[config.mk]
export PLATFORM = sky130hd
export DESIGN_NAME = barramento_mux_fifo
export DESIGN_NICKNAME = d
export VERILOG_FILES = /design/src/rtl/barramento_pkg.sv /design/src/rtl/barramento_rr_arb.sv /design/src/rtl/barramento_mux_fifo.sv
export SDC_FILE = /design/constraint.sdc
export NUM_CORES = 1
export LEC_CHECK = 0
export CORE_AREA = 8 8 223 384
export DETAILED_ROUTE_END_ITERATION = 6
export DIE_AREA = 0 0 231 392
export PLACE_DENSITY = 0.78
export SLEW_MARGIN = 30
export SYNTH_ARGS = -nofsm -noshare
export SYNTH_HDL_FRONTEND = slang
export SYNTH_HIERARCHICAL = 1
export SYNTH_SLANG_ARGS = --single-unit
[constraint.sdc]
create_clock -name clk -period 19.9 [get_ports clk]
set_input_delay 3.98 -clock clk [delete_from_list [all_inputs] [get_ports clk]]
set_output_delay 3.98 -clock clk [all_outputs]
set_load 0.05 [all_outputs]
[src/rtl/barramento_pkg.sv]
// Shared defaults, width helper and FIFO entry layout for the multi-channel bus.
// Optional stored parity is enabled by defining BARRAMENTO_PARITY_EN.
package barramento_pkg;

    localparam int DEF_DATA_W = 128;
    localparam int DEF_N_CH   = 4;
    localparam int DEF_DEPTH  = 8;

    function automatic int bw_clog2(input int n);
        return (n <= 1) ? 1 : $clog2(n);
    endfunction

    // Entry layout at the default widths; the top re-declares it with its own parameters.
    typedef struct packed {
        logic [$clog2(DEF_N_CH)-1:0] ch_id;
`ifdef BARRAMENTO_PARITY_EN
        logic                        parity;
`endif
        logic [DEF_DATA_W-1:0]       data;
    } bar_entry_t;

endpackage

[src/rtl/barramento_rr_arb.sv]
// Combinational round-robin arbiter: the first valid channel at or after rr_ptr wins.
module barramento_rr_arb
    import barramento_pkg::*;
#(
    parameter  int N_CH = DEF_N_CH,
    localparam int CH_W = bw_clog2(N_CH)
) (
    input  logic [N_CH-1:0] i_valid,
    input  logic [CH_W-1:0] i_rr_ptr,
    input  logic            i_en,
    output logic [N_CH-1:0] o_gnt,
    output logic [CH_W-1:0] o_gnt_id
);

    int   w_idx;
    logic w_found;

    always_comb begin
        o_gnt    = '0;
        o_gnt_id = '0;
        w_found  = 1'b0;
        w_idx    = 0;
        for (int k = 0; k < N_CH; k++) begin
            w_idx = int'(i_rr_ptr) + k;
            if (w_idx >= N_CH) w_idx = w_idx - N_CH;
            if (!w_found && i_valid[w_idx]) begin
                w_found  = 1'b1;
                o_gnt_id = CH_W'(w_idx);
                o_gnt[w_idx] = i_en;
            end
        end
    end

endmodule

[src/rtl/barramento_mux_fifo.sv]
// N_CH-to-1 ready/valid merge with round-robin arbitration into a shared FWFT FIFO.
// Define BARRAMENTO_PARITY_EN to add a stored per-word parity bit and parity_out.
module barramento_mux_fifo
    import barramento_pkg::*;
#(
    parameter  int DATA_W = DEF_DATA_W,
    parameter  int N_CH   = DEF_N_CH,
    parameter  int DEPTH  = DEF_DEPTH,
    localparam int CH_W   = bw_clog2(N_CH),
    localparam int CNT_W  = $clog2(DEPTH) + 1
) (
    input  logic                   clk,
    input  logic                   reset,
    input  logic [N_CH*DATA_W-1:0] ch_data_in,
    input  logic [N_CH-1:0]        ch_valid_in,
    output logic [N_CH-1:0]        ch_ready_out,
    output logic [DATA_W-1:0]      data_out,
    output logic [CH_W-1:0]        ch_id_out,
    output logic                   valid_out,
    input  logic                   ready_in,
    output logic [CNT_W-1:0]       fill_level
`ifdef BARRAMENTO_PARITY_EN
    ,
    output logic                   parity_out
`endif
);

    localparam int PTR_W = $clog2(DEPTH);

    typedef struct packed {
        logic [CH_W-1:0]   ch_id;
`ifdef BARRAMENTO_PARITY_EN
        logic              parity;
`endif
        logic [DATA_W-1:0] data;
    } entry_t;

    entry_t           r_mem [DEPTH];
    logic [PTR_W-1:0] r_wr_ptr, r_rd_ptr;
    logic [CNT_W-1:0] r_count;
    logic [CH_W-1:0]  r_rr_ptr;

    logic [N_CH-1:0]  w_gnt;
    logic [CH_W-1:0]  w_gnt_id;
    logic             w_en, w_push, w_pop, w_valid;
    entry_t           w_entry, w_head;

    // Ready is withheld while reset is asserted so no handshake can complete then.
    assign w_en = reset && (r_count != CNT_W'(DEPTH));

    barramento_rr_arb #(.N_CH(N_CH)) u_arb (
        .i_valid  (ch_valid_in),
        .i_rr_ptr (r_rr_ptr),
        .i_en     (w_en),
        .o_gnt    (w_gnt),
        .o_gnt_id (w_gnt_id)
    );

    assign ch_ready_out = w_gnt;
    assign w_push       = |(ch_valid_in & w_gnt);
    assign w_valid      = (r_count != '0);
    assign w_pop        = w_valid && ready_in;

    always_comb begin
        w_entry       = '0;
        w_entry.ch_id = w_gnt_id;
        w_entry.data  = ch_data_in[int'(w_gnt_id)*DATA_W +: DATA_W];
`ifdef BARRAMENTO_PARITY_EN
        w_entry.parity = ^w_entry.data;
`endif
    end

    // Storage carries no reset: stale words are unreachable once count is cleared.
    always_ff @(posedge clk) begin
        if (w_push) r_mem[r_wr_ptr] <= w_entry;
    end

    always_ff @(posedge clk or negedge reset) begin
        if (!reset) begin
            r_wr_ptr <= '0;
            r_rd_ptr <= '0;
            r_count  <= '0;
            r_rr_ptr <= '0;
        end else begin
            if (w_push) begin
                r_wr_ptr <= r_wr_ptr + PTR_W'(1);
                r_rr_ptr <= (w_gnt_id == CH_W'(N_CH - 1)) ? '0 : w_gnt_id + CH_W'(1);
            end
            if (w_pop) r_rd_ptr <= r_rd_ptr + PTR_W'(1);
            case ({w_push, w_pop})
                2'b10:   r_count <= r_count + CNT_W'(1);
                2'b01:   r_count <= r_count - CNT_W'(1);
                default: r_count <= r_count;
            endcase
        end
    end

    assign w_head     = r_mem[r_rd_ptr];
    assign valid_out  = w_valid;
    assign data_out   = w_valid ? w_head.data  : '0;
    assign ch_id_out  = w_valid ? w_head.ch_id : '0;
    assign fill_level = r_count;
`ifdef BARRAMENTO_PARITY_EN
    assign parity_out = w_valid ? w_head.parity : 1'b0;
`endif

endmodule

==> results of run 1 <==
## synthesized netlist by cell type, drive strengths merged, types with 2 or more instances
library cell | n | share of area (%)
o211ai | 2 | 0.035
mux2i | 3 | 0.070
clkbuf | 57 | 0.50
edfxtp | 1040 | 73
dfrtp | 12 | 0.70
mux2 | 5 | 0.13
o21ai | 12 | 0.14
nor3 | 5 | 0.058
buf | 64 | 0.90
nand2 | 6 | 0.052
mux4 | 392 | 21
or4 | 2 | 0.044
nand3 | 5 | 0.058
ha | 14 | 0.41
inv | 6 | 0.052
a221oi | 5 | 0.12
nor2 | 8 | 0.070
xnor2 | 6 | 0.12
a22o | 132 | 2.7
nand2b | 3 | 0.044
nor2b | 3 | 0.061
nor4 | 2 | 0.029
## worst register-to-register path, cell delays in order (launching register included)
cell and delay, ns:
dfrtp_1 0.72, inv_1 0.24, ha_1 0.48, mux4_2 0.48, nor4b_4 0.44, nand3_1 0.14
o21ai_0 0.19, a22o_1 0.24, o21ai_1 0.25, nor2_4 0.82, buf_4 0.88
## layer usage
metal	part of all wire [%]	vias to the layer above	wire, um	GRT usage, %
met2	53	998	55460	40.34
met4	2.0	2	2132	6.488
met5	0.0077	-	8	0
met1	37	11880	38550	27.53
li1	-	9268	-	-
met3	7.8	122	8187	5.368
## metrics by stage
step / total power, mW / hold slack [ns] / area [um2]
CTS: 10.67 / 0.5871 / 53500
global placement: 8.745 / 0.5485 / 50580
detailed placement: 8.957 / 0.5677 / 50700
floorplan: 7.405 / 0.4591 / 42910
finish: 10.59 / 0.5871 / 53530
global route: 11.00 / 0.5880 / 53530
## area by class of cell
cell class | instances | area, um2 | area share [%]
repair buffers | 689 | 7019 | 13.11
flip-flops and latches | 1052 | 31540 | 58.91
clock buffers | 105 | 2287 | 4.272
well taps | 1050 | 1314 | 2.454
clock inverters | 50 | 516.7 | 0.9653
multi-input cells | 621 | 10840 | 20.24
inverters | 6 | 22.52 | 0.04207
## cell usage in the layout (no fill, tap or decap), types with 3 or more instances in the layout
| cell type | count |
|---|---|
| buf_12 | 7 |
| mux2i_1 | 3 |
| buf_6 | 4 |
| clkbuf_16 | 89 |
| nand2b_1 | 3 |
| ha_1 | 14 |
| clkinv_4 | 3 |
| bufinv_16 | 9 |
| clkinv_2 | 10 |
| mux4_2 | 390 |
| clkdlybuf4s50_1 | 657 |
| inv_1 | 6 |
| nor3_2 | 4 |
| dfrtp_1 | 10 |
| clkinvlp_4 | 8 |
| a221oi_1 | 4 |
| xnor2_1 | 6 |
| nor2_1 | 5 |
| buf_4 | 16 |
| edfxtp_1 | 1040 |
| clkbuf_1 | 16 |
| nand2_1 | 6 |
| o21ai_0 | 10 |
| a22o_1 | 132 |
| nand3_1 | 5 |
| clkinv_1 | 16 |
| nor2_4 | 3 |
| mux2_2 | 5 |
| buf_16 | 5 |
## kinds of logic after synthesis
| family | count (synthesis) | share of synthesized area (%) |
|---|---|---|
| AOI/OAI and AO/OA | 160 | 3.152 |
| muxes | 400 | 20.79 |
| and+or+nand+nor | 40 | 0.5628 |
| DFF | 1052 | 73.48 |
| buffers and inverters | 127 | 1.458 |
| xor gates and xnor gates | 7 | 0.1429 |
| adders and majority gates | 14 | 0.4082 |
## registers in the layout, summed over array words and instances (netlist names)
| signal | cells |
|---|---|
| r_wr_ptr | 3 |
| r_rd_ptr | 3 |
| r_mem | 1040 |
| r_rr_ptr | 2 |
| fill_level | 4 |
## power by group
group	total (mW)	switching, mW	internal [mW]
logic	5.04	3.13	1.91
registers	3.86	0.168	3.69
clock network	1.69	0.752	0.940
## path summary, 6_finish.rpt
| kind | from | to | cells past startpoint |
|---|---|---|---|
| max in group asynchronous | reset | r_rd_ptr[1] | 1 |
| min | r_rd_ptr[2] | r_rd_ptr[2] | 1 |
| max | reset | ch_ready_out[0] | 5 |
| max reg2reg | r_rr_ptr[0] | r_mem[5][57] | 10 |
| min reg2reg | r_rd_ptr[2] | r_rd_ptr[2] | 1 |
| min in group asynchronous | reset | r_wr_ptr[0] | 1 |
==> results.txt, run 1 <==
Synth Instances = 1800
CP endpoint kind = primary output
pin count of the biggest net entering global routing = 141
Final Core Density = 66.53%
Final min period = 10.85 ns
Avg Inst Size Synth = 23.84 um2
crit-path cells = clkdlybuf4s50_1, a21boi_0, o21ai_0, o21ai_0, clkdlybuf4s50_1
Clock Skew = 0.01986 ns
core area = 80460 um2
cts bufs inserted = 87
status = finished clean
htree depth = 3
clock sink count = 1052
via count = 22270
Max-slew headroom = 33.08%
antenna-violating nets left = 0
type of origin of the critical path = input port
CP delay by family, top = buffers and inverters
HPWL Detailed = 61510 um
RSZ-0062 raised after global routing = no
final setup margin = 9.047 ns
crit-path max FO = 13
setup TNS = 0 ns
CTS tree = built
Synth cell types = 45
final WL = 104300 um
TritonRoute pass-1 iters = 5
worst min-delay path class = flip-flop to flip-flop
ys flop type = edfxtp_1
Leak = 17.04 nW
Clk pin slew, worst setup/hold paths = 0.07 ns
# hold bufs at CTS = 0
pre-CTS WS = 9.107 ns
Via density = 6.232
final std cells w/o fill = 3573
GRT Resource Usage Total = 22.71%
later-pin clock latency in the skew report = 0.65 ns
Synth async-reset ratio = 1.141%
Initial Util = 53.33%
Final Max Slew Viols = 0
# diodes = 0
crit path max-delay cell type = clkdlybuf4s50_1
sequential area share after synthesis = 73.48%
CP bufs+invs = 2
row cnt = 138
CP Class = input port to primary output
post-layout net count = 2990
final hold vios = 0
layout cells sized above 1 = 22.63%
power density cells = 197.8 nW/um2
Cells after DPL = 3417
Yosys reg bits = 1052
Post-Syn Nets = 2333
Chip Width = 231 um
drt wl/cell = 29.20 um
first-pass GRT wire length = 153300 um
Clock Path Buffers = 3
reg2reg setup slack = 14.57 ns
DR iter-0 viols = 1908
Peak VDD IR = 0.1669 mV
die area = 90550 um2
max-cap violations = 0
number of remaining DRC errors = 0
initial antenna violation count = 1
Synth Warn # = 6
Final Cycle Share = 54.54%
required time of the critical path = 15.92 ns
FMAX = 92.14 MHz
io pins = 658
WP data arrival = 6.87 ns
EDFF count, synth = 1040
post-cts resize count = 0
GRT overflow = 0
# setup viols final = 0
Die Ht = 392 um
Routability Congestion = 0.8316
vias in the first global route = 24750
root buf cell = clkbuf_16
Max stage delay on crit path = 0.88 ns
Post-Syn Area = 42910 um2
input/output buffers = 657
postcts setup bufs = 0
Slew @ Worst Pin = 1.004 ns
P&R area growth vs syn = 24.76%
Fillers = 5128
No activity file was read; power rests on OpenSTA's default activity.
==> inputs of run 2 (changes only) <==
--- a/config.mk
+++ b/config.mk
@@ -5,10 +5,10 @@
 export SDC_FILE = /design/constraint.sdc
 export NUM_CORES = 1
 export LEC_CHECK = 0
-export CORE_AREA = 8 8 223 384
+export CORE_AREA = 8 8 233 403
 export DETAILED_ROUTE_END_ITERATION = 6
-export DIE_AREA = 0 0 231 392
-export PLACE_DENSITY = 0.78
+export DIE_AREA = 0 0 241 411
+export PLACE_DENSITY = 0.75
 export SLEW_MARGIN = 30
 export SYNTH_ARGS = -nofsm -noshare
 export SYNTH_HDL_FRONTEND = slang
==> constraint.sdc (replaced) <==
create_clock -name clk -period 9.5 [get_ports clk]
set_input_delay 1.9 -clock clk [delete_from_list [all_inputs] [get_ports clk]]
set_output_delay 1.9 -clock clk [all_outputs]
set_load 0.05 [all_outputs]
==> run 2 against run 1 <==
Final cell count is 3.7% higher. Critical path depth stayed put. Design area grew 0.76%. Largest cell class unchanged. Via count is 0.14% lower. Register-to-register slack worse by 10 ns.
==> results.txt, run 2 (synthesis results as in run 1) <==
crit-path cells = clkdlybuf4s50_1, a21boi_0, o21ai_0, o21ai_0, clkdlybuf4s50_1
GRT overflow = 0 (unchanged)
# hold bufs at CTS = 0 (unchanged)
root buf cell = clkbuf_16
RSZ-0062 raised after global routing = no
row cnt = 145 (+5.1%)
first-pass GRT wire length = 156300 um (+2.0%)
layout cells sized above 1 = 23.08% (+0.45 points)
later-pin clock latency in the skew report = 0.67 ns (+0.02 ns)
met1 WL = 39990 um (+3.7%)
Final Cycle Share = 72.59%
# diodes = 0 (unchanged)
Final Max Slew Viols = 0 (unchanged)
area post-placement = 50900 um2 (+0.40%)
cts bufs inserted = 88 (+1.1%)
worst min-delay path class = flip-flop to flip-flop
Die Ht = 411 um (+4.8%)
Final min period = 6.896 ns
DR iter-0 viols = 1850 (-3.0%)
final WL = 106300 um (+1.8%)
postcts setup bufs = 0 (unchanged)
die area = 99050 um2 (+9.4%)
P&R area growth vs syn = 25.71%
max-cap violations = 0 (unchanged)
CP endpoint kind = primary output
max reg flops = 1040 (unchanged)
status = finished clean
final setup margin = 2.604 ns (-6.443 ns)
via count = 22240 (-0.14%)
met3 WL = 8497 um (+3.8%)
Initial Util = 48.47% (-4.9 points)
required time of the critical path = 7.60 ns (-8.32 ns)
Top reg by flops = r_mem
Clock Path Buffers = 3 (unchanged)
post-layout net count = 2992 (+0.067%)
drt wl/cell = 28.67 um (-1.8%)
Max stage delay on crit path = 0.89 ns (about the same)
met2 wire len = 55340 um (-0.21%)
io pins = 658 (unchanged)
crit path max-delay cell type = clkdlybuf4s50_1
type of origin of the critical path = input port
Final Cell Area = 53940 um2 (+0.76%)
crit-path max FO = 13 (unchanged)
leading cell types in the layout, fill and taps excluded = edfxtp_1, clkdlybuf4s50_1, mux4_2, a22o_1, clkbuf_16
pin count of the biggest net entering global routing = 131 (-7.1%)
Hold WS = 0.5660 ns (-0.02101 ns)
power density cells = 416.3 nW/um2 (+110%)
initial antenna violation count = 5 (+4)
input/output buffers = 657 (unchanged)
Clock Skew = 0.02220 ns (+0.002339 ns)
CP delay by family, top = buffers and inverters
clock sink count = 1052 (unchanged)
Chip Width = 241 um (+4.3%)
CTS tree = built
number of remaining DRC errors = 0 (unchanged)
post-cts resize count = 0 (unchanged)
CP bufs+invs = 2 (unchanged)
most common cell after layout, fill and taps aside = edfxtp_1
Slew @ Worst Pin = 1.023 ns (+0.01870 ns)
# setup viols final = 0 (unchanged)
htree depth = 3 (unchanged)
Fillers = 6206 (+21%)
vias in the first global route = 24850 (+0.38%)
Max-slew headroom = 31.83% (-1.2 points)
final hold vios = 0 (unchanged)
uppermost layer routed = met4
FMAX = 145.0 MHz
core area = 88530 um2 (+10%)
TritonRoute pass-1 iters = 5 (unchanged)
WP data arrival = 5.00 ns (-1.87 ns)
Routability Congestion = 0.8887 (+6.9%)
CP Class = input port to primary output
Peak VDD IR = 0.6288 mV (+280%)
GRT Resource Usage Total = 21.31% (-1.4 points)
antenna-violating nets left = 0 (unchanged)
Clk pin slew, worst setup/hold paths = 0.07 ns (about the same)
Via density = 6.000 (-3.7%)
pre-CTS WS = 2.640 ns (-6.467 ns)
Leak = 17.19 nW (+0.86%)
HPWL Detailed = 63860 um (+3.8%)
-- run 2: routing by layer --
layer / vias up / GRT usage [%]
met3: 134 / 4.494
met2: 1000 / 37.11
met1: 11830 / 26.67
met5: - / 0
li1: 9275 / -
met4: 0 / 6.241
-- run 2: worst paths after layout --
check	from	end	slack [ns]	cells after the start
setup / recovery	reset	ch_ready_out[2]	2.60	5
hold / removal	r_rd_ptr[2]	r_rd_ptr[2]	0.57	1
setup reg to reg	r_rr_ptr[0]	r_mem[2][45]	4.22	12
hold reg to reg	r_rd_ptr[2]	r_rd_ptr[2]	0.57	1
max in group asynchronous	reset	r_rd_ptr[1]	7.41	1
min in group asynchronous	reset	r_rr_ptr[1]	1.63	1
-- run 2: area by class of cell --
type                    count  area (um2)  share of cell area (%)
clock buffers             105        2349                   4.354
well taps                1176        1471                   2.728
clock inverters            56       638.1                   1.183
repair buffers            690        7053                   13.08
inverters                   6       22.52                 0.04175
multi-input cells         621       10870                   20.15
flip-flops and latches   1052       31540                   58.47
-- run 2: through the flow --
| stage | TNS [ns] | total power [mW] | instances | utilization (%) |
|---|---|---|---|---|
| floorplan | -678.69 | 15.43 | 1800 | - |
| global placement | 0 | 18.52 | 3540 | 57.39 |
| detailed placement | 0 | 18.93 | 3543 | 57.49 |
| CTS | 0 | 22.65 | 3704 | 60.86 |
| global route | 0 | 23.36 | 3706 | 60.93 |
| finish | 0 | 22.46 | 3706 | 60.93 |
-- run 2: where the power goes --
group / total, mW / internal, mW / switching, mW
registers: 8.08 / 7.73 / 0.351
logic: 10.7 / 4.01 / 6.66
clock network: 3.71 / 2.11 / 1.60
-- run 2: worst register-to-register path, stage by stage (launching register included) --
cell	delay, ns
dfrtp_1	0.73
inv_1	0.26
ha_1	0.51
mux4_2	0.48
nor4b_4	0.44
nand3_1	0.14
o21ai_0	0.21
a22o_1	0.27
nor2_1	0.07
buf_4	0.19
nor3_4	0.18
buf_4	0.72
buf_4	0.70
